### src/rtl/uart_tx_fifo.sv
// uart_tx_fifo: UART transmitter with a byte FIFO on the LPC clock domain.
//   Bytes are pushed through a valid/ready handshake, buffered in a circular
//   FIFO, and serialised LSB-first as start / data / [parity] / stop(1|2).
//   Parity and stop-bit settings are latched when each byte is popped.
//
// Build option: define UART_TX_PARITY_EN to include the PARITY state and the
//   parity_mode decode; without it every frame is sent without parity and
//   parity_mode is ignored.
//
// Parameters: DIVISOR (clocks per bit, 2..65535), DATA_BITS (5..8),
//             FIFO_AW (FIFO address width, depth 2**FIFO_AW).
// Ports:
//   lpc_clk      in   clock, rising edge
//   lpc_rst_n    in   asynchronous active-low reset
//   tx_data      in   [7:0] byte to send (bits above DATA_BITS-1 ignored)
//   tx_valid     in   producer has a byte
//   tx_ready     out  FIFO not full
//   parity_mode  in   [1:0] 00 none, 01 odd, 10 even, 11 none
//   stop2        in   1 = two stop bits
//   txd          out  serial line, idle high
//   busy         out  frame in progress or FIFO non-empty
//   fifo_level   out  [FIFO_AW:0] entries stored
module uart_tx_fifo #(
  parameter int unsigned DIVISOR   = 286,
  parameter int unsigned DATA_BITS = 8,
  parameter int unsigned FIFO_AW   = 4
) (
  input  logic               lpc_clk,
  input  logic               lpc_rst_n,
  input  logic [7:0]         tx_data,
  input  logic               tx_valid,
  output logic               tx_ready,
  input  logic [1:0]         parity_mode,
  input  logic               stop2,
  output logic               txd,
  output logic               busy,
  output logic [FIFO_AW:0]   fifo_level
);

  localparam int unsigned          CNT_W     = $clog2(DIVISOR);
  localparam int unsigned          DEPTH     = 1 << FIFO_AW;
  localparam logic [CNT_W-1:0]     BAUD_LAST = CNT_W'(DIVISOR - 1);
  localparam logic [2:0]           BIT_LAST  = 3'(DATA_BITS - 1);

`ifdef UART_TX_PARITY_EN
  localparam logic [7:0] DATA_MASK = 8'((1 << DATA_BITS) - 1);
  typedef enum logic [2:0] {
    IDLE   = 3'd0,
    START  = 3'd1,
    DATA   = 3'd2,
    PARITY = 3'd3,
    STOP   = 3'd4
  } state_t;
`else
  typedef enum logic [2:0] {
    IDLE   = 3'd0,
    START  = 3'd1,
    DATA   = 3'd2,
    STOP   = 3'd4
  } state_t;
  logic unused_parity_mode;
  assign unused_parity_mode = ^parity_mode;
`endif

  // FIFO storage and pointers
  logic [7:0]       mem [DEPTH];
  logic [FIFO_AW:0] wr_ptr;
  logic [FIFO_AW:0] rd_ptr;
  logic [7:0]       head;
  logic             full;
  logic             empty;
  logic             push;
  logic             pop;

  // Transmit datapath
  state_t           state;
  logic [CNT_W-1:0] baud_cnt;
  logic             baud_tick;
  logic [2:0]       bit_cnt;
  logic [7:0]       shreg;
  logic             stop_cnt;
  logic             stop2_q;
`ifdef UART_TX_PARITY_EN
  logic             par_en_q;
  logic             par_bit_q;
`endif

  // Full when the wrap bits differ and the address bits match.
  assign full       = (wr_ptr[FIFO_AW] != rd_ptr[FIFO_AW]) &&
                      (wr_ptr[FIFO_AW-1:0] == rd_ptr[FIFO_AW-1:0]);
  assign empty      = (wr_ptr == rd_ptr);
  assign tx_ready   = !full;
  assign push       = tx_valid && !full;
  assign pop        = (state == IDLE) && !empty;
  assign fifo_level = wr_ptr - rd_ptr;
  assign head       = mem[rd_ptr[FIFO_AW-1:0]];
  assign busy       = (state != IDLE) || !empty;
  assign baud_tick  = (baud_cnt == BAUD_LAST);

  always_ff @(posedge lpc_clk) begin
    if (push) begin
      mem[wr_ptr[FIFO_AW-1:0]] <= tx_data;
    end
  end

  always_ff @(posedge lpc_clk or negedge lpc_rst_n) begin
    if (!lpc_rst_n) begin
      wr_ptr <= '0;
      rd_ptr <= '0;
    end else begin
      if (push) wr_ptr <= wr_ptr + 1'b1;
      if (pop)  rd_ptr <= rd_ptr + 1'b1;
    end
  end

  always_ff @(posedge lpc_clk or negedge lpc_rst_n) begin
    if (!lpc_rst_n) begin
      state    <= IDLE;
      txd      <= 1'b1;
      baud_cnt <= '0;
      bit_cnt  <= '0;
      shreg    <= '0;
      stop_cnt <= 1'b0;
      stop2_q  <= 1'b0;
`ifdef UART_TX_PARITY_EN
      par_en_q  <= 1'b0;
      par_bit_q <= 1'b0;
`endif
    end else begin
      if (state != IDLE) begin
        baud_cnt <= baud_tick ? '0 : baud_cnt + 1'b1;
      end
      case (state)
        IDLE: begin
          txd      <= 1'b1;
          baud_cnt <= '0;
          if (!empty) begin
            shreg   <= head;
            stop2_q <= stop2;
`ifdef UART_TX_PARITY_EN
            par_en_q  <= parity_mode[0] ^ parity_mode[1];
            // Even parity is the XOR of the data bits; odd inverts it.
            par_bit_q <= (^(head & DATA_MASK)) ^ (parity_mode == 2'b01);
`endif
            state <= START;
            txd   <= 1'b0;
          end
        end
        START: begin
          if (baud_tick) begin
            state   <= DATA;
            txd     <= shreg[0];
            shreg   <= {1'b0, shreg[7:1]};
            bit_cnt <= '0;
          end
        end
        DATA: begin
          if (baud_tick) begin
            if (bit_cnt == BIT_LAST) begin
`ifdef UART_TX_PARITY_EN
              if (par_en_q) begin
                state <= PARITY;
                txd   <= par_bit_q;
              end else begin
                state    <= STOP;
                txd      <= 1'b1;
                stop_cnt <= 1'b0;
              end
`else
              state    <= STOP;
              txd      <= 1'b1;
              stop_cnt <= 1'b0;
`endif
            end else begin
              bit_cnt <= bit_cnt + 3'd1;
              txd     <= shreg[0];
              shreg   <= {1'b0, shreg[7:1]};
            end
          end
        end
`ifdef UART_TX_PARITY_EN
        PARITY: begin
          if (baud_tick) begin
            state    <= STOP;
            txd      <= 1'b1;
            stop_cnt <= 1'b0;
          end
        end
`endif
        STOP: begin
          txd <= 1'b1;
          if (baud_tick) begin
            if (stop2_q && !stop_cnt) begin
              stop_cnt <= 1'b1;
            end else begin
              state <= IDLE;
            end
          end
        end
        default: begin
          state <= IDLE;
          txd   <= 1'b1;
        end
      endcase
    end
  end

endmodule

### config.mk
export PLATFORM = sky130hd
export DESIGN_NAME = uart_tx_fifo
export DESIGN_NICKNAME = d
export VERILOG_FILES = /design/src/rtl/uart_tx_fifo.sv
export SDC_FILE = /design/constraint.sdc
export NUM_CORES = 1
export LEC_CHECK = 0
export CAP_MARGIN = 10
export CORE_UTILIZATION = 60
export CTS_CLUSTER_DIAMETER = 100
export DETAILED_ROUTE_END_ITERATION = 10
export GPL_TIMING_DRIVEN = 1
export PLACE_DENSITY = 0.78
export SLEW_MARGIN = 10
export SYNTH_ARGS = -nofsm -noshare
export SYNTH_HDL_FRONTEND = slang
export SYNTH_SLANG_ARGS = --single-unit
### constraint.sdc
create_clock -name lpc_clk -period 5.88 [get_ports lpc_clk]
set_clock_uncertainty 0.15 [all_clocks]
set_input_delay 0.588 -clock lpc_clk [delete_from_list [all_inputs] [get_ports lpc_clk]]
set_output_delay 0.588 -clock lpc_clk [all_outputs]
set_load 0.01 [all_outputs]
Yosys cells after proc, flatten, opt, wreduce, memory -nomap -nowiden
Memories as Yosys holds them, arrays and structs flattened.
Index checks and enable logic that the tools add are counted.
- register bits after elaboration: 36
- RAM bits: 128
- bits of input ports: 14
- word-level logic and storage cells: 83
- memories kept: 1
- $add $sub $neg: 5
- eq/ne operators: 16
- mux-type cells: 31
- bitwise logic cells: 1
- reduce and logical (&&, ||, !) cells: 20
- memory list (memory ; depth ; width ; read ports ; clocked after memory_dff ; write ports ; line ; RTL):
    mem ; 16 ; 8 ; 1 ; 0 ; 1 ; 66 ; logic [7:0] mem [DEPTH];
- operators by type and width (kind ; number):
    two-way mux 8 bit ; 4
    two-way mux 3 bit ; 9
    two-way mux 9 bit ; 3
    case mux 8 bit (3 select lines) ; 1
    inequality test 2 bit, second input constant ; 8
    case mux 3 bit (4 select lines) ; 1
    adder 5 x 1 -> 5 bit, second input constant ; 2
    two-way mux 1 bit ; 10
    AND reduction 5 bit ; 2
    adder 9 x 1 -> 9 bit, second input constant ; 1
    equality test 9 bit, second input constant ; 1
    equality test 3 bit, second input constant ; 2
    case mux 3 bit (2 select lines) ; 1
    AND reduction 6 bit ; 1
    nonzero test 2 bit ; 3
    nonzero test 3 bit ; 2
    equality test 5 bit ; 1
    subtractor 5 bit ; 1
    equality test 4 bit ; 1
    logical AND 1 bit ; 4
    AND reduction 2 bit ; 2
    AND reduction 4 bit ; 1
    adder 3 x 1 -> 3 bit, second input constant ; 1
    equality test 3 x 1 -> 1 bit, second input constant ; 1
    8 further kinds ; 10

Depth between registers and ports, before layout
Gate-level depths: netlist of run 1.
- depth after elaboration: 6
- mapped depth: 9
- mapped depth without buffers: 7

Least setup slack after synthesis of run 1
Ideal clock, no wire load.
- path kind: register to register
- from: reg rd_ptr[2]
- to: mem mem[0][0] (enable)
- arrival time: 2.711 ns
- data required time: 5.335 ns
- path slack: 2.625 ns
- cell stages (with the launch flop): 8
- clock period less this slack: 3.255 ns
- path through: dfrtp_1 clkbuf_1 clkbuf_1 inv_1 ha_1 nand4_1 o21ai_0 nor4_1
- cells in the longest elaborated chain, start to end: 6
- ends and longest elaborated chain (item ; line ; RTL):
    from (decl) ; 68 ; logic [FIFO_AW:0] rd_ptr;
    from (signal assigned) ; 112 ; if (pop) rd_ptr <= rd_ptr + 1'b1;
    equality test 4 bit ; 90 ; (wr_ptr[FIFO_AW-1:0] == rd_ptr[FIFO_AW-1:0]);
    logical AND 1 bit ; 89 ; assign full = (wr_ptr[FIFO_AW] != rd_ptr[FIFO_AW]) &&
    zero test 1 bit ; 93 ; assign push = tx_valid && !full;
    logical AND 1 bit ; 93 ;
    two-way mux 1 bit ; 101 ; if (push) begin
    two-way mux 1 bit (implied by the code) ; 102 ; mem[wr_ptr[FIFO_AW-1:0]] <= tx_data;
    to (decl) ; 66 ;
No other way between the ends.

Worst setup path in the final report of run 1
- from: reg rd_ptr[2]
- to: out busy
- cells in the longest elaborated chain, start to end: 3
- ends and longest elaborated chain (item ; line ; RTL):
    equality test 5 bit ; 91 ; assign empty = (wr_ptr == rd_ptr);
    zero test 1 bit ; -- ;
    logical OR 1 bit ; 97 ; assign busy = (state != IDLE) || !empty;
    to (decl) ; 36 ; output logic busy,
No other way between the ends.

==> results of run 1 <==
==> cells in the final DEF, fill, tap and decap left out, types with 3 or more instances in the layout <==
cell                                n
sky130_fd_sc_hd__edfxtp_1         128
sky130_fd_sc_hd__dfrtp_1           33
sky130_fd_sc_hd__nor2_1            27
sky130_fd_sc_hd__mux4_2            25
sky130_fd_sc_hd__mux2i_1           21
sky130_fd_sc_hd__inv_1             18
sky130_fd_sc_hd__clkdlybuf4s50_1   18
sky130_fd_sc_hd__clkbuf_16         17
sky130_fd_sc_hd__nand2_1           16
sky130_fd_sc_hd__nand3_1           16
sky130_fd_sc_hd__xnor2_1           15
sky130_fd_sc_hd__ha_1              13
sky130_fd_sc_hd__and3_1             9
sky130_fd_sc_hd__o22a_1             7
sky130_fd_sc_hd__o2111a_1           7
sky130_fd_sc_hd__o31ai_1            7
sky130_fd_sc_hd__o31ai_2            7
sky130_fd_sc_hd__nand4_1            6
sky130_fd_sc_hd__o21ai_0            6
sky130_fd_sc_hd__inv_6              6
sky130_fd_sc_hd__buf_4              6
sky130_fd_sc_hd__xor2_1             4
sky130_fd_sc_hd__a21oi_1            4
sky130_fd_sc_hd__nor4_1             4
sky130_fd_sc_hd__a21o_1             3
sky130_fd_sc_hd__nand2b_1           3
sky130_fd_sc_hd__nor2b_1            3
sky130_fd_sc_hd__clkinvlp_4         3
==> cell usage after synthesis, drive strengths merged (2+ instances only) <==
cell type and count:
a21oi 5, nand2 16, mux4 25, o22a 7
ha 13, or3 2, a32o 2, or2 2
nand2b 3, inv 18, nand3b 2, nand3 16
nor2b 3, nor2 27, nor3 3, and3 9
o31ai 14, xor2 5, edfxtp 128, xnor2 15
o21ai 7, nor4 4, dfrtp 35, a22o 2
a21o 3, o2111a 7, nand4 6, mux2i 21
clkbuf 11, a31oi 2, buf 13
==> flip-flops by register name, summed over array words and instances, names as in the netlist <==
name      cells
bit_cnt       3
stop2_q       1
mem         128
rd_ptr        5
wr_ptr        5
stop_cnt      1
shreg         8
baud_cnt      9
state         3
txd           1
==> worst paths after layout <==
kind                              from  cells past startpoint     endpoint  slack, ps
setup / recovery             rd_ptr[2]                      6         busy       2040
hold / removal               lpc_rst_n                      1    wr_ptr[1]        100
setup reg to reg             rd_ptr[2]                      6   mem[12][2]       2230
hold reg to reg            baud_cnt[0]                      1  baud_cnt[0]        350
max in group asynchronous    lpc_rst_n                      1    rd_ptr[1]       4920
min in group lpc_clk       baud_cnt[0]                      1  baud_cnt[0]        350
==> cells by family after synthesis <==
logic type                 synth area share [%]
and+or+nand+nor                            7.33
muxes                                      11.1
buffers and inverters                      2.67
DFF                                        67.0
xor gates and xnor gates                   2.58
AOI/OAI and AO/OA                          6.80
adders and majority gates                  2.58
==> layout make-up <==
class | count | area [um2]
clock inverters | 15 | 141
flip-flops and latches | 164 | 4750
well taps | 143 | 179
clock buffers | 17 | 425
fillers | 706 | 3520
inverters | 18 | 67.6
multi-input cells | 235 | 2150
repair buffers | 25 | 230
==> power by group <==
group | switching, mW | internal [mW]
Clock | 0.465 | 0.592
Sequential | 0.0937 | 1.39
Combinational | 0.321 | 0.280
Total | 0.879 | 2.27
==> metal layers <==
| layer | vias to the layer above | track usage (%) |
|---|---|---|
| met2 | 109 | 39.6 |
| li1 | 1752 | - |
| met1 | 1949 | 30.3 |
| met4 | 0 | 6.67 |
| met5 | - | 0 |
| met3 | 15 | 7.00 |
==> out/qor.log, run 1 <==
[routing] routed vias 3,825
[finish] number of nets in the finished design 489
[synthesis] ranking of synthesized cells by area sky130_fd_sc_hd__edfxtp_1 (54%), sky130_fd_sc_hd__dfrtp_1 (12%), sky130_fd_sc_hd__mux4_2 (7.9%)
[synthesis] Net Count, Synth 469
[flow_run] number of maximum-capacitance constraint violations 0
[cts] worst-case clock buffer depth 2
[power] cell area power density 396 nW/um2
[routing] number of nets with antenna violations after routing 0
[finish] post-layout utilization of the core 69.3%
[placement] RD Place Congestion 0.797
[placement] worst setup timing slack at the placement stage 2260 ps
[power] Pleak 2.76 nW
[cts] clock tree from TritonCTS built
[setup_path] library cell appearing most often on the critical path sky130_fd_sc_hd__inv_1
[power] maximum resistive drop on vdd 0.339 mV
[synthesis] number of distinct library cells after synthesis 54
[power] overall power 3.15 mW
[synthesis] average cell area after synthesis 16.1 um2
[cts] clock latency of the later-clocked register in the worst-skew pair 430 ps
[cts] Resized Gates After CTS 0
[floorplan] Initial Util 61.8%
[routing] post-detailed-route wirelength per cell 21.7 um
[hold_path] worst min path class primary input to asynchronous set/reset pin
[synthesis] count of state elements after synthesis 164
[sta] worst hold-check slack 95.8 ps
[sta] post-route fraction of the period consumed by the critical path 65.3%
[sta] actual slew at the worst max-slew pin 883 ps
[setup_path] critical path's largest stage delay 920 ps
[cts] CTS HTree Levels 4
[setup_path] arrival time reported for the critical path endpoint 3100 ps
[floorplan] die outline height 111 um
[routing] highest metal layer with signal wires met4
[setup_path] WS Path Type flip-flop to output pin
[floorplan] count of boundary I/O pins 22
[synthesis] share of the yosys chip area belonging to registers 67.0%
[setup_path] worst path bufs/invs 3
[floorplan] # rows 39
[synthesis] async set or reset register ratio after synthesis 22.0%
[synthesis] total standard cell area after synthesis 7090 um2
[global_routing] overall global routing resource usage 23.6%
[synthesis] Gate Count Post-Synth 441
[setup_path] sequence of cells on the critical path inv_1 -> ha_1 -> nand4_1 -> nor3_4 -> inv_1 -> clkdlybuf4s50_1
[run_status] run status complete, no violations
[floorplan] area enclosed by the die boundary 12,200 um2
[sta] final count of hold timing violations 0
[routing] drt pass-1 iters 5
[cts] # hold bufs at CTS 0
[global_routing] antenna violations before repair 0
[synthesis] top flip-flop cell by instance count after synthesis sky130_fd_sc_hd__edfxtp_1
[sta] Sum Neg Setup Slack 0 ps
[sta] total setup violations reported at the end of the flow 0
[cts] Num CTS Buffers 17
[floorplan] width of the die 111 um
[setup_path] Critical Path Fanout Max 21
[setup_path] critical-path cell with the highest stage delay sky130_fd_sc_hd__dfrtp_1
[setup_path] CP delay by family, top flip-flops
[sta] unrepaired setup endpoints after global routing no
[sta] Fmax achieved 261 MHz
[sta] Tmin final 3840 ps
[floorplan] total core area 11,500 um2
[cts] post-CTS setup buffers 0
[placement] DP Wirelength 8810 um
[synthesis] Post-synth EDFFs 128
[sta] Max Transition Viols Final 0
[routing] post-detailed-route DRC marker count 0
[routing] Detailed Route WL 13,400 um
[routing] total met3 wirelength after detailed routing 657 um
[routing] DRT met1 WL 5580 um
[placement] IO Port Bufs 19
[cts] cell at the root of the clock tree sky130_fd_sc_hd__clkbuf_16
[routing] First DRT Iteration DRCs 341
[global_routing] global-route wire length before repair 21,400 um
[cts] number of clock sinks seen by CTS 164
[finish] number of diodes added for antenna fixing 0
[cts] clock-pin slew reported for the worst setup and hold paths after clock tree synthesis 70 ps
[placement] Cell Count Post-Placement 585
[finish] post-route cell area 7940 um2
[routing] detailed-routed wire length on met2 6980 um
[synthesis] Yosys top cell area share 54.2%
[global_routing] via count of the first global-routing pass 4,022
[global_routing] total congestion overflow after global routing 0
[routing] via/cell ratio 6.20
[finish] Area Overhead vs Synth 12.1%
[setup_path] Worst Setup End Kind output pin
[finish] share of final-layout standard cells stronger than drive strength 1 17.1%
[synthesis] biggest area consumer among synthesized cells sky130_fd_sc_hd__edfxtp_1
[finish] final standard cell count with taps included and fillers excluded 617
[global_routing] maximum number of pins on one net before global-route repair 44
[setup_path] worst endpoint required time 5140 ps
[setup_path] critical path launch point type flip-flop
[synthesis] warning count from the yosys run 0
[sta] min setup slack post-route 2040 ps
[sta] worst max-slew margin expressed relative to the limit 41.2%
[placement] post-place instance area 7380 um2
Note: power is estimated with default switching activity, not from simulation.
==> run 2: changes to the inputs <==
clock period = 3.9 ns   (was 5.88 ns; I/O delays follow)
==> run 2 against run 1 <==
Core utilization grew 0.67 points. Clock power rose by 60%. Worst hold slack improved by 250 ps. First-iteration DRC count is the same. Worst setup slack lost 1300 ps. Combinational power increased by 51%. Non-clock buffer count is 4 higher. Critical path type unchanged.
==> out/qor.log, run 2 (same netlist as run 1, synthesis figures left out) <==
[run_status] run status complete, no violations [unchanged]
[floorplan] area enclosed by the die boundary 12,200 um2 [unchanged]
[routing] via/cell ratio 6.12 [was 6.20]
[finish] share of final-layout standard cells stronger than drive strength 1 17.6% [was 17.1%]
[routing] drt pass-1 iters 4 [was 5]
[global_routing] via count of the first global-routing pass 3,813 [was 4,022]
[finish] post-layout utilization of the core 69.9% [was 69.3%]
[routing] routed vias 3,802 [was 3,825]
[cts] clock latency of the later-clocked register in the worst-skew pair 430 ps [about the same]
[sta] unrepaired setup endpoints after global routing no [unchanged]
[routing] First DRT Iteration DRCs 341 [unchanged]
[placement] DP Wirelength 8630 um [was 8810 um]
[placement] RD Place Congestion 0.791 [was 0.797]
[cts] worst-case clock buffer depth 2 [unchanged]
[sta] Fmax achieved 320 MHz
[hold_path] worst min path class flip-flop to flip-flop [was primary input to asynchronous set/reset pin]
[floorplan] die outline height 111 um [unchanged]
[power] cell area power density 605 nW/um2 [was 396 nW/um2]
[finish] flip-flop count of the largest register after layout 128 [unchanged]
[sta] final count of hold timing violations 0 [unchanged]
[finish] number of nets in the finished design 493 [was 489]
[routing] Detailed Route WL 13,400 um [about the same]
[floorplan] Initial Util 61.8% [unchanged]
[cts] Num CTS Buffers 17 [unchanged]
[cts] clock-pin slew reported for the worst setup and hold paths after clock tree synthesis 60 ps [was 70 ps]
[floorplan] # rows 39 [unchanged]
[global_routing] global-route wire length before repair 20,900 um [was 21,400 um]
[sta] Max Transition Viols Final 0 [unchanged]
[global_routing] maximum number of pins on one net before global-route repair 42 [was 44]
[cts] clock tree from TritonCTS built [unchanged]
[floorplan] width of the die 111 um [unchanged]
[power] portion of total power attributed to combinational logic 18.7% [was 19.1%]
[sta] Tmin final 3130 ps
[routing] post-detailed-route DRC marker count 0 [unchanged]
[sta] actual slew at the worst max-slew pin 884 ps [was 883 ps]
[finish] highest-count cells in the layout ignoring fill and taps sky130_fd_sc_hd__edfxtp_1 (128), sky130_fd_sc_hd__dfrtp_1 (33), sky130_fd_sc_hd__nor2_1 (27) [unchanged]
[setup_path] Critical Path Fanout Max 14 [was 21]
[floorplan] total core area 11,500 um2 [unchanged]
[power] switching fraction of total power 27.1% [was 28.0%]
[setup_path] arrival time reported for the critical path endpoint 2590 ps [was 3100 ps]
[placement] IO Port Bufs 19 [unchanged]
[power] cell internal power dissipation 3.54 mW [was 2.27 mW]
[sta] total setup violations reported at the end of the flow 0 [unchanged]
[global_routing] overall global routing resource usage 23.4% [was 23.6%]
[global_routing] antenna violations before repair 0 [unchanged]
[routing] number of nets with antenna violations after routing 0 [unchanged]
[power] Pleak 2.80 nW [was 2.76 nW]
[sta] worst max-slew margin expressed relative to the limit 40.4% [was 41.2%]
[power] share of power burned in registers 46.3% [was 47.3%]
[power] reported net switching power 1.32 mW [was 879 uW]
[sta] post-route fraction of the period consumed by the critical path 80.1%
[setup_path] worst endpoint required time 3360 ps [was 5140 ps]
[finish] Area Overhead vs Synth 13.2% [was 12.1%]
[finish] commonest non-fill, non-tap cell in the layout sky130_fd_sc_hd__edfxtp_1 [unchanged]
[cts] CTS HTree Levels 4 [unchanged]
[setup_path] WS Path Type flip-flop to output pin [unchanged]
[finish] number of diodes added for antenna fixing 0 [unchanged]
[power] Clock Power Share 35.0% [was 33.6%]
[power] maximum resistive drop on vdd 0.497 mV [was 0.339 mV]
[global_routing] total congestion overflow after global routing 0 [unchanged]
[setup_path] critical path launch point type flip-flop [unchanged]
[routing] post-detailed-route wirelength per cell 21.5 um [was 21.7 um]
[cts] number of clock sinks seen by CTS 164 [unchanged]
[setup_path] Worst Setup End Kind output pin [unchanged]
[flow_run] number of maximum-capacitance constraint violations 0 [unchanged]
[cts] Resized Gates After CTS 0 [unchanged]
[sta] Sum Neg Setup Slack 0 ps [unchanged]
[floorplan] count of boundary I/O pins 22 [unchanged]
[cts] cell at the root of the clock tree sky130_fd_sc_hd__clkbuf_16 [unchanged]
## run 2: layout make-up
| type | count | area, um2 |
|---|---|---|
| Sequential cell | 164 | 4750 |
| Fill cell | 717 | 3450 |
| Multi-Input combinational cell | 235 | 2150 |
| Clock buffer | 21 | 470 |
| Timing Repair Buffer | 29 | 263 |
| Tap cell | 143 | 179 |
| Clock inverter | 11 | 140 |
| Inverter | 18 | 67.6 |
## run 2: timing repair
action	CTS	global route
setup endpoints to repair	0	0
hold endpoints to repair	35	0
hold buffers	1	0
buffers inserted	0	0
## run 2: metal layers
metal / GRT usage [%] / up-vias / part of all wire, % / routed length (um)
li1: - / 1759 / - / -
met1: 31.0 / 1924 / 43 / 5710
met2: 37.6 / 100 / 51 / 6800
met3: 5.80 / 19 / 4.4 / 584
met4: 9.60 / 0 / 2.1 / 279
met5: 0 / - / 0 / 0
## run 2: critical path, cell delays in order, from the launching register on
cell and delay (ps):
sky130_fd_sc_hd__dfrtp_1 560, sky130_fd_sc_hd__ha_1 460, sky130_fd_sc_hd__nand4_1 220, sky130_fd_sc_hd__nor3_4 360, sky130_fd_sc_hd__inv_1 80, sky130_fd_sc_hd__clkdlybuf4s50_1 480
## run 2: worst paths after layout
path                             start           to  slack, ps  cells after the start
hold / removal             baud_cnt[0]  baud_cnt[0]        350                      1
setup / recovery             wr_ptr[2]         busy        770                      5
hold reg to reg            baud_cnt[0]  baud_cnt[0]        350                      1
min in group asynchronous    lpc_rst_n  baud_cnt[7]        460                      2
max in group asynchronous    lpc_rst_n    rd_ptr[0]       2560                      2
setup reg to reg             wr_ptr[2]   mem[10][4]        860                      5
## run 2: stage by stage
step	hold slack, ps	setup slack (ps)	area, um2	cells	total power, mW
after floorplan	-55.6	645	7090	441	2.84
after global placement	327	1000	7400	588	3.16
after detailed placement	339	874	7400	588	3.19
after CTS	349	746	8020	621	4.89
after global routing	379	595	8020	621	5.04
final	350	775	8020	621	4.85
## run 2: power by group through the flow
stage	clock network, mW	logic (mW)	registers [mW]
finish	1.70	0.907	2.25
global route	1.79	0.989	2.27
CTS	1.72	0.920	2.24
detailed placement	0	0.918	2.28
global placement	0	0.895	2.26
floorplan	0	0.623	2.22
